**config.mk**
```make
export PLATFORM = sky130hd
export DESIGN_NAME = apb_mig_ctrl
export DESIGN_NICKNAME = d
export VERILOG_FILES = /design/src/rtl/apb_mig_ctrl.sv
export SDC_FILE = /design/constraint.sdc
export NUM_CORES = 1
export LEC_CHECK = 0
export ABC_AREA = 1
export BUFFER_PORTS_ARGS = -buffer_cell sky130_fd_sc_hd__buf_2
export CAP_MARGIN = 5
export CORE_AREA = 2 2 162 164
export CTS_CLUSTER_SIZE = 14
export DETAILED_ROUTE_END_ITERATION = 16
export DIE_AREA = 0 0 164 166
export PLACE_DENSITY = 0.6
export SYNTH_ARGS = -nofsm -noshare
export SYNTH_HDL_FRONTEND = slang
export SYNTH_SLANG_ARGS = --single-unit
```
**constraint.sdc**
```tcl
create_clock -name clk_i -period 3.1 [get_ports clk_i]
set_input_delay 0.62 -clock clk_i [delete_from_list [all_inputs] [get_ports clk_i]]
set_output_delay 0.62 -clock clk_i [all_outputs]
set_load 0.1 [all_outputs]
```
**src/rtl/apb_mig_ctrl.sv**
```systemverilog
// APB slave bridging single 32-bit transfers onto the MIG native app interface:
// one masked 128-bit write or one 128-bit read (lane extracted) per APB access.
package apb_mig_pkg;
   localparam int APB_ADDR_WIDTH = 32;
   localparam int MIG_ADDR_WIDTH = 27;
   localparam int DATA_WIDTH     = 128;
   localparam int APB_DATA_WIDTH = 32;
   localparam int MASK_WIDTH     = DATA_WIDTH / 8;
   localparam logic [2:0] MIG_CMD_WR = 3'b000;
   localparam logic [2:0] MIG_CMD_RD = 3'b001;
endpackage

// One 32-bit lane of the 128-bit MIG word: write replication/mask and read pick.
module apb_mig_lane #(
   parameter int LANE  = 0,
   parameter int VEC_W = 32,
   parameter int SEL_W = 2
) (
   input  logic [SEL_W-1:0]   wr_sel,
   input  logic [SEL_W-1:0]   rd_sel,
   input  logic [VEC_W-1:0]   pwdata,
   input  logic [VEC_W/8-1:0] pstrb,
   input  logic [VEC_W-1:0]   rd_lane,
   output logic [VEC_W-1:0]   wdata,
   output logic [VEC_W/8-1:0] mask,
   output logic [VEC_W-1:0]   rd_pick
);
   assign wdata   = pwdata;
   assign mask    = (wr_sel == SEL_W'(LANE)) ? ~pstrb : '1;
   assign rd_pick = (rd_sel == SEL_W'(LANE)) ? rd_lane : '0;
endmodule

module apb_mig_ctrl
   import apb_mig_pkg::*;
(
   input  logic                      clk_i,
   input  logic                      rst_ni,
   input  logic                      psel_i,
   input  logic                      penable_i,
   input  logic                      pwrite_i,
   input  logic [APB_ADDR_WIDTH-1:0] paddr_i,
   input  logic [APB_DATA_WIDTH-1:0] pwdata_i,
   input  logic [APB_DATA_WIDTH/8-1:0] pstrb_i,
   output logic                      pready_o,
   output logic [APB_DATA_WIDTH-1:0] prdata_o,
   output logic                      pslverr_o,
   input  logic                      init_calib_complete_i,
   output logic [MIG_ADDR_WIDTH-1:0] app_addr_o,
   output logic [2:0]                app_cmd_o,
   output logic                      app_en_o,
   input  logic                      app_rdy_i,
   output logic [DATA_WIDTH-1:0]     app_wdf_data_o,
   output logic [MASK_WIDTH-1:0]     app_wdf_mask_o,
   output logic                      app_wdf_wren_o,
   output logic                      app_wdf_end_o,
   input  logic                      app_wdf_rdy_i,
   input  logic [DATA_WIDTH-1:0]     app_rd_data_i,
   input  logic                      app_rd_data_valid_i
);
   localparam int NUM_LANES = DATA_WIDTH / APB_DATA_WIDTH;
   localparam int VEC_W     = APB_DATA_WIDTH;
   localparam int STRB_W    = VEC_W / 8;
   localparam int SEL_W     = $clog2(NUM_LANES);

   typedef enum logic [2:0] {IDLE, WR, RD_CMD, RD_WAIT, RESP} state_e;
   state_e state_q, state_d;

   logic             start, addr_err;
   logic             cmd_done_q, wdf_done_q, cmd_ok, wdf_ok;
   logic [SEL_W-1:0] lane_q, wr_sel;
   logic [NUM_LANES-1:0][VEC_W-1:0]  lane_wdata, lane_rd, rd_lanes;
   logic [NUM_LANES-1:0][STRB_W-1:0] lane_mask;
   logic [VEC_W-1:0] rd_word;

   assign start    = psel_i & penable_i & init_calib_complete_i;
   assign addr_err = (paddr_i[31:28] != '0) | (paddr_i[1:0] != '0);
   assign wr_sel   = paddr_i[SEL_W+1:2];
   assign rd_lanes = app_rd_data_i;
   // A done flag or a ready seen this cycle both count as accepted.
   assign cmd_ok   = cmd_done_q | app_rdy_i;
   assign wdf_ok   = wdf_done_q | app_wdf_rdy_i;

   for (genvar g = 0; g < NUM_LANES; g++) begin : g_lane
      apb_mig_lane #(.LANE(g), .VEC_W(VEC_W), .SEL_W(SEL_W)) u_lane (
         .wr_sel  (wr_sel),
         .rd_sel  (lane_q),
         .pwdata  (pwdata_i),
         .pstrb   (pstrb_i),
         .rd_lane (rd_lanes[g]),
         .wdata   (lane_wdata[g]),
         .mask    (lane_mask[g]),
         .rd_pick (lane_rd[g])
      );
   end

   always_comb begin
      rd_word = '0;
      for (int i = 0; i < NUM_LANES; i++) rd_word = rd_word | lane_rd[i];
   end

   always_ff @(posedge clk_i or negedge rst_ni) begin
      if (!rst_ni) state_q <= IDLE;
      else         state_q <= state_d;
   end

   always_comb begin
      state_d = state_q;
      case (state_q)
         IDLE:    if (start) state_d = addr_err ? RESP : (pwrite_i ? WR : RD_CMD);
         WR:      if (cmd_ok && wdf_ok) state_d = RESP;
         RD_CMD:  if (app_rdy_i) state_d = RD_WAIT;
         RD_WAIT: if (app_rd_data_valid_i) state_d = RESP;
         RESP:    state_d = IDLE;
         default: state_d = IDLE;
      endcase
   end

   always_ff @(posedge clk_i or negedge rst_ni) begin
      if (!rst_ni) begin
         pready_o       <= 1'b0;
         pslverr_o      <= 1'b0;
         prdata_o       <= '0;
         app_en_o       <= 1'b0;
         app_wdf_wren_o <= 1'b0;
         app_wdf_end_o  <= 1'b0;
         app_cmd_o      <= MIG_CMD_WR;
         app_addr_o     <= '0;
         app_wdf_data_o <= '0;
         app_wdf_mask_o <= '1;
         cmd_done_q     <= 1'b0;
         wdf_done_q     <= 1'b0;
         lane_q         <= '0;
      end else begin
         pready_o  <= (state_d == RESP);
         pslverr_o <= 1'b0;
         case (state_q)
            IDLE: if (start) begin
               lane_q     <= wr_sel;
               cmd_done_q <= 1'b0;
               wdf_done_q <= 1'b0;
               if (addr_err) begin
                  pslverr_o <= 1'b1;
                  prdata_o  <= '0;
               end else begin
                  app_addr_o <= {paddr_i[27:4], 3'b000};
                  app_cmd_o  <= pwrite_i ? MIG_CMD_WR : MIG_CMD_RD;
                  app_en_o   <= 1'b1;
                  if (pwrite_i) begin
                     app_wdf_wren_o <= 1'b1;
                     app_wdf_end_o  <= 1'b1;
                     app_wdf_data_o <= lane_wdata;
                     app_wdf_mask_o <= lane_mask;
                  end
               end
            end
            WR: begin
               if (app_rdy_i) begin
                  app_en_o   <= 1'b0;
                  cmd_done_q <= 1'b1;
               end
               if (app_wdf_rdy_i) begin
                  app_wdf_wren_o <= 1'b0;
                  app_wdf_end_o  <= 1'b0;
                  wdf_done_q     <= 1'b1;
               end
            end
            RD_CMD:  if (app_rdy_i) app_en_o <= 1'b0;
            RD_WAIT: if (app_rd_data_valid_i) prdata_o <= rd_word;
            default: ;
         endcase
      end
   end
endmodule

```
# After elaboration in Yosys (flattened, before gate mapping)
# Cells that the tools add are included.
# op_classes
bitwise_logic	10
n_mux	37
eq_ne	18
n_reduce_logical	18
# ops
operator	n
two-way mux 32 bit	7
OR 32 bit	3
one-hot mux 32 bit (2 select lines)	1
two-way mux 4 bit	4
two-way mux 3 bit	5
two-way mux 1 bit	14
!= test 2 bit (second input constant)	7
one-hot mux 3 bit (4 select lines)	1
AND reduction 4 bit	3
AND reduction 3 bit	3
== test 2 bit (second input constant)	4
one-hot mux 1 bit (2 select lines)	4
nonzero test 2 bit	4
== test 3 x 2 -> 1 bit (second input constant)	2
AND reduction 5 bit	1
== test 2 x 1 -> 1 bit (second input constant)	2
zero test 2 bit	2
NOT 4 bit	1
nonzero test 4 bit	1
== test 3 x 1 -> 1 bit (second input constant)	1
== test 3 bit (second input constant)	1
zero test 3 bit	1
OR 1 bit	3
bitwise AND 1 bit	2
6 further kinds	6
# totals
reg_bits	214
input_bits	205
wordCells	96
out_inout_bits	211

# Logic depth before layout (Yosys ltp)
# Gate-level depths: netlist of run 1.
# logic_depth
depth_word	7
depth_mapped	10

# Cells and area by module
# Synthesis of run 1 repeated with hierarchy kept, for this count alone.
# unflattened
cells_unflattened	1487
hier_area_um2	11309.6
# by_module_without_submodules
module	instances	cells_per_inst	area_each_um2	seq_area_each_um2
apb_mig_ctrl	1	1064	8747.1	5325.1
apb_mig_lane at g_lane[1].u_lane ...	2	106	623.1	0.0
apb_mig_lane at g_lane[0].u_lane	1	107	685.7	0.0
apb_mig_lane at g_lane[3].u_lane	1	104	630.6	0.0

# Worst setup path after synthesis of run 1
# OpenSTA, ideal clock, no wires.
# synth_path
path_type	register to output
startpoint	register app_wdf_data_o[100]
endpoint	output app_wdf_data_o[100]
t_arrival_ns	1.373
path_stages_with_launch	2
path_slack_ns	1.107
cell_sequence	dfrtp_1 -> buf_4
# synth_lines
item	line_no	source
start: declaration	52	output logic [DATA_WIDTH-1:0] app_wdf_data_o,
start signal: assignment	151	app_wdf_data_o <= lane_wdata;
# No word-level cell between the ends.

# Final worst setup path of run 1
# layout_path
startpoint	register lane_q[1]
endpoint	register prdata_o[23]
# layout_between
elab_chain_len	7
elab_cells_between_ends	13
cone_classes	eq/ne (3); mux (6); bitwise (3); reduce/logical (1)
# layout_rtl
item	line_no	source
start: declaration	70	logic [SEL_W-1:0] lane_q, wr_sel;
start signal: assignment	138	lane_q <= wr_sel;
== test 2 x 1 -> 1 bit / zero test 2 bit (equally long branches)	30	assign rd_pick = (rd_sel == SEL_W'(LANE)) ? rd_lane : '0;
two-way mux 32 bit	30	
OR 32 bit (2 in series)	98	for (int i = 0; i < NUM_LANES; i++) rd_word = rd_word | lane_rd[i];
OR 32 bit (*)	98	
two-way mux 32 bit (*)	168	RD_WAIT: if (app_rd_data_valid_i) prdata_o <= rd_word;
one-hot mux 32 bit (2 select lines) (*)	136	case (state_q)
end signal: assignment	168	
end: declaration	45	output logic [APB_DATA_WIDTH-1:0] prdata_o,
# Mark *: on every way between the ends. The rest lies on a longest branch, timed or not. The select of a mux whose other input is x is not followed.
# A chain may end at the register's enable or synchronous reset.

==> reports/metrics.cfg, run 1 <==
[power]
clockPowerShare=0.337
p_int_uw=3440
power_density_nw_per_um2=701
pwr-share-seq=0.282
switchingPower_uw=2760
p_leak_uw=0.00553
swShare=0.445
combPwrFrac=0.381
peakVddDrop_mv=0.312

[global_routing]
track_usage=0.159
grt_max_degree=49
grt_pass1_vias=6224
overflow=0
grt_pass1_wl_um=33700
antenna_found_initial=1

[floorplan]
io-pin-count=416
start_util=0.261
coreArea_sq_um=25600
die_area_sq_um=27200
die_x_um=164
die_h_um=166
rows=59

[sta]
grt_setup_unrepaired=false
skew_ns=0.0137
tightest_slew_ns=1.12
setup_slack_ns=0.980
max_freq_mhz=472
slew_headroom=0.253
finalCriticalPeriod_ns=2.12
hold_viol=0
setup_viol=0
maxSlewViolCount=0
tns_ns=0
finalCritPeriodShare=0.684

[final_layout]
drive_above_1_share=0.395
stdcell_count=1564
area_growth_pct=32.6
final_nets=1420
fillers=2744

[cts]
worstSkewPairLatency_ns=0.41
cts_hold_buf=0
cts_max_level=4
cts_made_buffers=17
cts_tree=built
clk_pin_slew_ns=0.07
cts_setup_buffers=0
clock_sinks=116
clock_path_buffers=2
cts-resized-gates=0
cts-root-buf=clkbuf_16

[synth]
synth_seq_cells=116
seq_area_frac_synth=0.438
synth.distinct_cells=25
syn-mean-instance-area_sq_um=7.23
yosysWarnings=0
netlist_instances=923
netlist_area_sq_um=6680

[setup_path]
reg2reg_to=prdata_o[23]$_DFFE_PN0P_
crit_path_max_incr_delay_ns=0.86
rr_startpoint=lane_q[1]$_DFFE_PN0P_
cp_data_arrival_time_ns=2.46
cp_slowest_cell=inv_1
reg2reg_depth=7
path_max_fanout=33
critical_path_class=reg -> reg
path_cells=inv_1, nand3_1, nand2_1, nor2_1, nor2_1, nand3_1, nand2_1
critPathRequiredTime_ns=3.44
rrSetupSlack_ns=0.98
end_kind=register
cp-start-kind=register

[placement]
pre_cts_ws_ns=0.984
place_inst=1531
place.gp.congestion=0.834
place_hpwl_um=16500
io_buffers=410

[drt]
drtIter0Drc=470
totalWireLength_um=21900
vias_per_cell=4.34
ant_nets=0
drtPass1Iterations=5
drcViolationCount=0
route.detailed.wl_per_inst_um=14.0
vias=6782

[hold_path]
holdCritPathClass=in -> async

[job]
maxCapViolations=0

[outcome]
status=finished, final reports clean

[metrics by stage]
step,hold slack [ns],power [uW],util,cell area (sq um)
after floorplan,0.324,3630,-,6690
after global placement,0.451,4150,0.321,8220
after detailed placement,0.453,4160,0.321,8220
after CTS,0.181,6300,0.345,8850
after global routing,0.196,6560,0.346,8850
final,0.178,6200,0.346,8850
[registers in the layout, indices dropped and copies added, names as in the netlist, 2 cells and up]
signal          count
app_addr_o         24
app_wdf_data_o     32
app_wdf_mask_o     16
lane_q              2
prdata_o           32
state_q             3
[routing by layer]
metal | vias up | wire [um] | global-route usage
li1 | 3379 | - | -
met1 | 3106 | 9180 | 0.193
met2 | 271 | 11100 | 0.282
met3 | 26 | 1230 | 0.0317
met4 | 0 | 432 | 0.0481
met5 | - | 0 | 0
[layout make-up]
| class | instances | area [sq um] | share of cell area |
|---|---|---|---|
| sequential | 116 | 2930 | 0.330 |
| multi-input combinational | 638 | 2650 | 0.299 |
| timing repair buffer | 422 | 2160 | 0.244 |
| clock buffer | 19 | 453 | 0.0512 |
| tap | 335 | 419 | 0.0473 |
| clock inverter | 13 | 173 | 0.0195 |
| inverter | 20 | 77.6 | 0.00876 |
| antenna | 1 | 2.50 | 0.000283 |
[placed cells by master (no fill, tap or decap), drive strengths merged]
master      n
buf       422
nand2     372
nand3     137
dfrtp     100
nor2       97
inv        24
o21ai      20
clkbuf     19
dfstp      16
conb        5
bufinv      3
clkinvlp    3
clkinv      3
a21oi       2
nand4       2
diode       1
nor3        1
nand3b      1
o21bai      1
[cell usage after synthesis]
master    instances  area share
inv_4             1     0.00094
inv_1            17      0.0096
nor3_1            1     0.00075
dfstp_2          16       0.063
nor2_2            3      0.0028
conb_1            1     0.00056
o21bai_1          1      0.0011
o21ai_1           8      0.0060
nand4_1           2      0.0019
clkbuf_1          9      0.0051
o21ai_0          12      0.0090
dfrtp_1         100        0.37
buf_6             6       0.010
nand2_1         370        0.21
buf_2            24       0.018
nand3b_1          1      0.0011
buf_4           107        0.12
a21oi_1           2      0.0015
nand3_1         136        0.10
inv_2             2      0.0011
buf_1             7      0.0039
nand3_2           1      0.0015
nor2_1           92       0.052
nand2_2           2      0.0019
nor2_4            2      0.0034
[power by group through the flow]
stage,sequential (uW),clock (uW),combinational [uW]
after floorplan,2110,0,1520
after global placement,1770,0,2380
after detailed placement,1780,0,2380
after CTS,1750,2170,2390
after global routing,1770,2240,2560
final,1750,2090,2360
[logic make-up (layout without fill, tap and decap cells)]
kind of cell,after synthesis,in the layout,synth area share
buffers and inverters,173,474,0.169
other,1,6,0.000562
AOI/OAI and AO/OA,23,23,0.0176
DFF,116,116,0.438
and+or+nand+nor,610,610,0.375
[worst max-delay path: cells and delay by family, from the launching register on]
| family | cells | cell delay, ns |
|---|---|---|
| buf+inv | 1 | 0.86 |
| flops | 1 | 0.53 |
| simple gates | 6 | 0.64 |
[worst max-delay path by stage]
stage	endpoint	depth (start not counted)	slack, ns	startpoint
6_report	prdata_o[23]$_DFFE_PN0P_	7	0.98	lane_q[1]$_DFFE_PN0P_
5_1_grt	prdata_o[23]$_DFFE_PN0P_	7	0.80	lane_q[1]$_DFFE_PN0P_
4_1_cts	prdata_o[23]$_DFFE_PN0P_	7	0.99	lane_q[1]$_DFFE_PN0P_
3_5_place_dp	prdata_o[31]$_DFFE_PN0P_	8	0.98	paddr_i[1]
3_3_place_gp	prdata_o[23]$_DFFE_PN0P_	7	0.99	lane_q[1]$_DFFE_PN0P_
2_1_floorplan	app_wdf_data_o[100]	1	1.11	app_wdf_data_o[100]$_DFFE_PN0P_
Note: power is estimated with default switching activity, not from simulation.
==> run 2, diff against run 1 <==
--- a/config.mk
+++ b/config.mk
@@ -8,11 +8,11 @@
 export ABC_AREA = 1
 export BUFFER_PORTS_ARGS = -buffer_cell sky130_fd_sc_hd__buf_2
 export CAP_MARGIN = 5
-export CORE_AREA = 2 2 162 164
+export CORE_AREA = 2 2 160 162
 export CTS_CLUSTER_SIZE = 14
 export DETAILED_ROUTE_END_ITERATION = 16
-export DIE_AREA = 0 0 164 166
-export PLACE_DENSITY = 0.6
+export DIE_AREA = 0 0 162 164
+export PLACE_DENSITY = 0.61
 export SYNTH_ARGS = -nofsm -noshare
 export SYNTH_HDL_FRONTEND = slang
 export SYNTH_SLANG_ARGS = --single-unit
==> constraint.sdc (replaced) <==
create_clock -name clk_i -period 2.05 [get_ports clk_i]
set_input_delay 0.41 -clock clk_i [delete_from_list [all_inputs] [get_ports clk_i]]
set_output_delay 0.41 -clock clk_i [all_outputs]
set_load 0.1 [all_outputs]
==> reports/metrics.cfg, run 2 (same netlist as run 1, synthesis figures left out) <==
[cts]
cts-root-buf=clkbuf_16
clock_path_buffers=2
cts_made_buffers=17
cts_tree=built
cts_max_level=4
worstSkewPairLatency_ns=0.41
clock_sinks=116
clk_pin_slew_ns=0.06

[sta]
maxSlewViolCount=0
grt_setup_unrepaired=false
finalCriticalPeriod_ns=1.79
slew_headroom=0.484
skew_ns=0.0116
finalCritPeriodShare=0.874
setup_viol=0
tns_ns=0
hold_viol=0
tightest_slew_ns=0.773
max_freq_mhz=558

[placement]
place_inst=1533
place.gp.congestion=0.881
place_hpwl_um=16800
io_buffers=410

[global_routing]
grt_pass1_vias=6247
overflow=0
grt_pass1_wl_um=33400
antenna_found_initial=3
track_usage=0.162
grt_max_degree=66

[final_layout]
area_growth_pct=33.3
mostFrequentLayoutCell=buf_2
layout.area.seq_sq_um=2930
multi_input_area_sq_um=2650
drive_above_1_share=0.397
final_cell_mix=buf_2 (409), nand2_1 (369), nand3_1 (136)
fillers=2732
stdcell_count=1569
final_nets=1428
top_regs=app_wdf_data_o: 32 flops, prdata_o: 32 flops, app_addr_o: 24 flops

[power]
power_density_nw_per_um2=1030
p_leak_uw=0.00557
peakVddDrop_mv=0.458

[setup_path]
path_max_fanout=2
critPathRequiredTime_ns=1.64
path_cells=buf_2
cp_data_arrival_time_ns=1.38
path_buf_inv=1
critical_path_class=reg -> out
critPathTopFamily=flip-flops
crit_path_max_incr_delay_ns=0.54
cp-start-kind=register
cp_slowest_cell=dfstp_2
end_kind=primary output

[floorplan]
rows=58
die_area_sq_um=26600
die_h_um=164
start_util=0.269
io-pin-count=416
die_x_um=162
coreArea_sq_um=24800

[outcome]
status=finished, final reports clean

[drt]
vias=6845
drcViolationCount=0
vias_per_cell=4.36
drtIter0Drc=459
drtPass1Iterations=5
ant_nets=0
route.detailed.wl_per_inst_um=14.2
totalWireLength_um=22300

[job]
maxCapViolations=0

[hold_path]
holdCritPathClass=in -> reg

-- run 2: metal layers --
metal / vias to the layer above / global-route usage / share of wire
li1: 3393 / - / -
met1: 3173 / 0.197 / 0.42
met2: 255 / 0.286 / 0.51
met3: 24 / 0.0301 / 0.053
met4: 0 / 0.0591 / 0.017
met5: - / 0 / 0
-- run 2: path summary, 6_finish.rpt --
| kind | startpoint | end | slack, ns | depth (start not counted) |
|---|---|---|---|---|
| max in group asynchronous | rst_ni | app_wdf_data_o[120]$_DFFE_PN0P_ | 0.98 | 3 |
| worst min register to register | app_addr_o[19]$_DFFE_PN0P_ | app_addr_o[19]$_DFFE_PN0P_ | 0.46 | 2 |
| worst max-delay path | app_wdf_mask_o[2]$_DFFE_PN1P_ | app_wdf_mask_o[2] | 0.26 | 1 |
| min in group asynchronous | rst_ni | app_wdf_data_o[101]$_DFFE_PN0P_ | 0.47 | 2 |
| worst min-delay path | pwdata_i[20] | app_wdf_data_o[116]$_DFFE_PN0P_ | 0.19 | 3 |
| worst max register to register | lane_q[0]$_DFFE_PN0P_ | prdata_o[4]$_DFFE_PN0P_ | 0.28 | 9 |
-- run 2: final cells by class --
| class | instances | area share |
|---|---|---|
| Sequential cell | 116 | 0.329 |
| Tap cell | 330 | 0.0464 |
| Timing Repair Buffer | 430 | 0.254 |
| Multi-Input combinational cell | 638 | 0.298 |
| Clock buffer | 22 | 0.0558 |
| Inverter | 20 | 0.00872 |
| Antenna cell | 3 | 0.000844 |
| Clock inverter | 10 | 0.00787 |
-- run 2: metrics by stage --
| step | setup WS (ns) | power, uW | instance area [sq um] | hold WS, ns | utilization |
|---|---|---|---|---|---|
| 2_1_floorplan | 0.267 | 5490 | 6690 | 0.114 | - |
| 3_3_place_gp | 0.0124 | 6360 | 8310 | 0.355 | 0.335 |
| 3_5_place_dp | -0.0169 | 6360 | 8310 | 0.354 | 0.335 |
| 4_1_cts | 0.239 | 9270 | 8890 | 0.174 | 0.358 |
| 5_1_grt | 0.183 | 9690 | 8900 | 0.181 | 0.359 |
| 6_report | 0.259 | 9180 | 8900 | 0.192 | 0.359 |
-- run 2: power by group --
group	leakage, uW	internal, uW	switching, uW
Sequential	0.00154	2440	115
Combinational	0.00375	872	2890
Clock	0.000285	1730	1130
-- run 2: repair_timing --
action,4_1_cts,5_1_grt
setup buffers,0,0
gates resized for setup,1,0
endpoints found under the hold margin,8,0
endpoints found under the setup margin,2,0
hold buffers,1,0
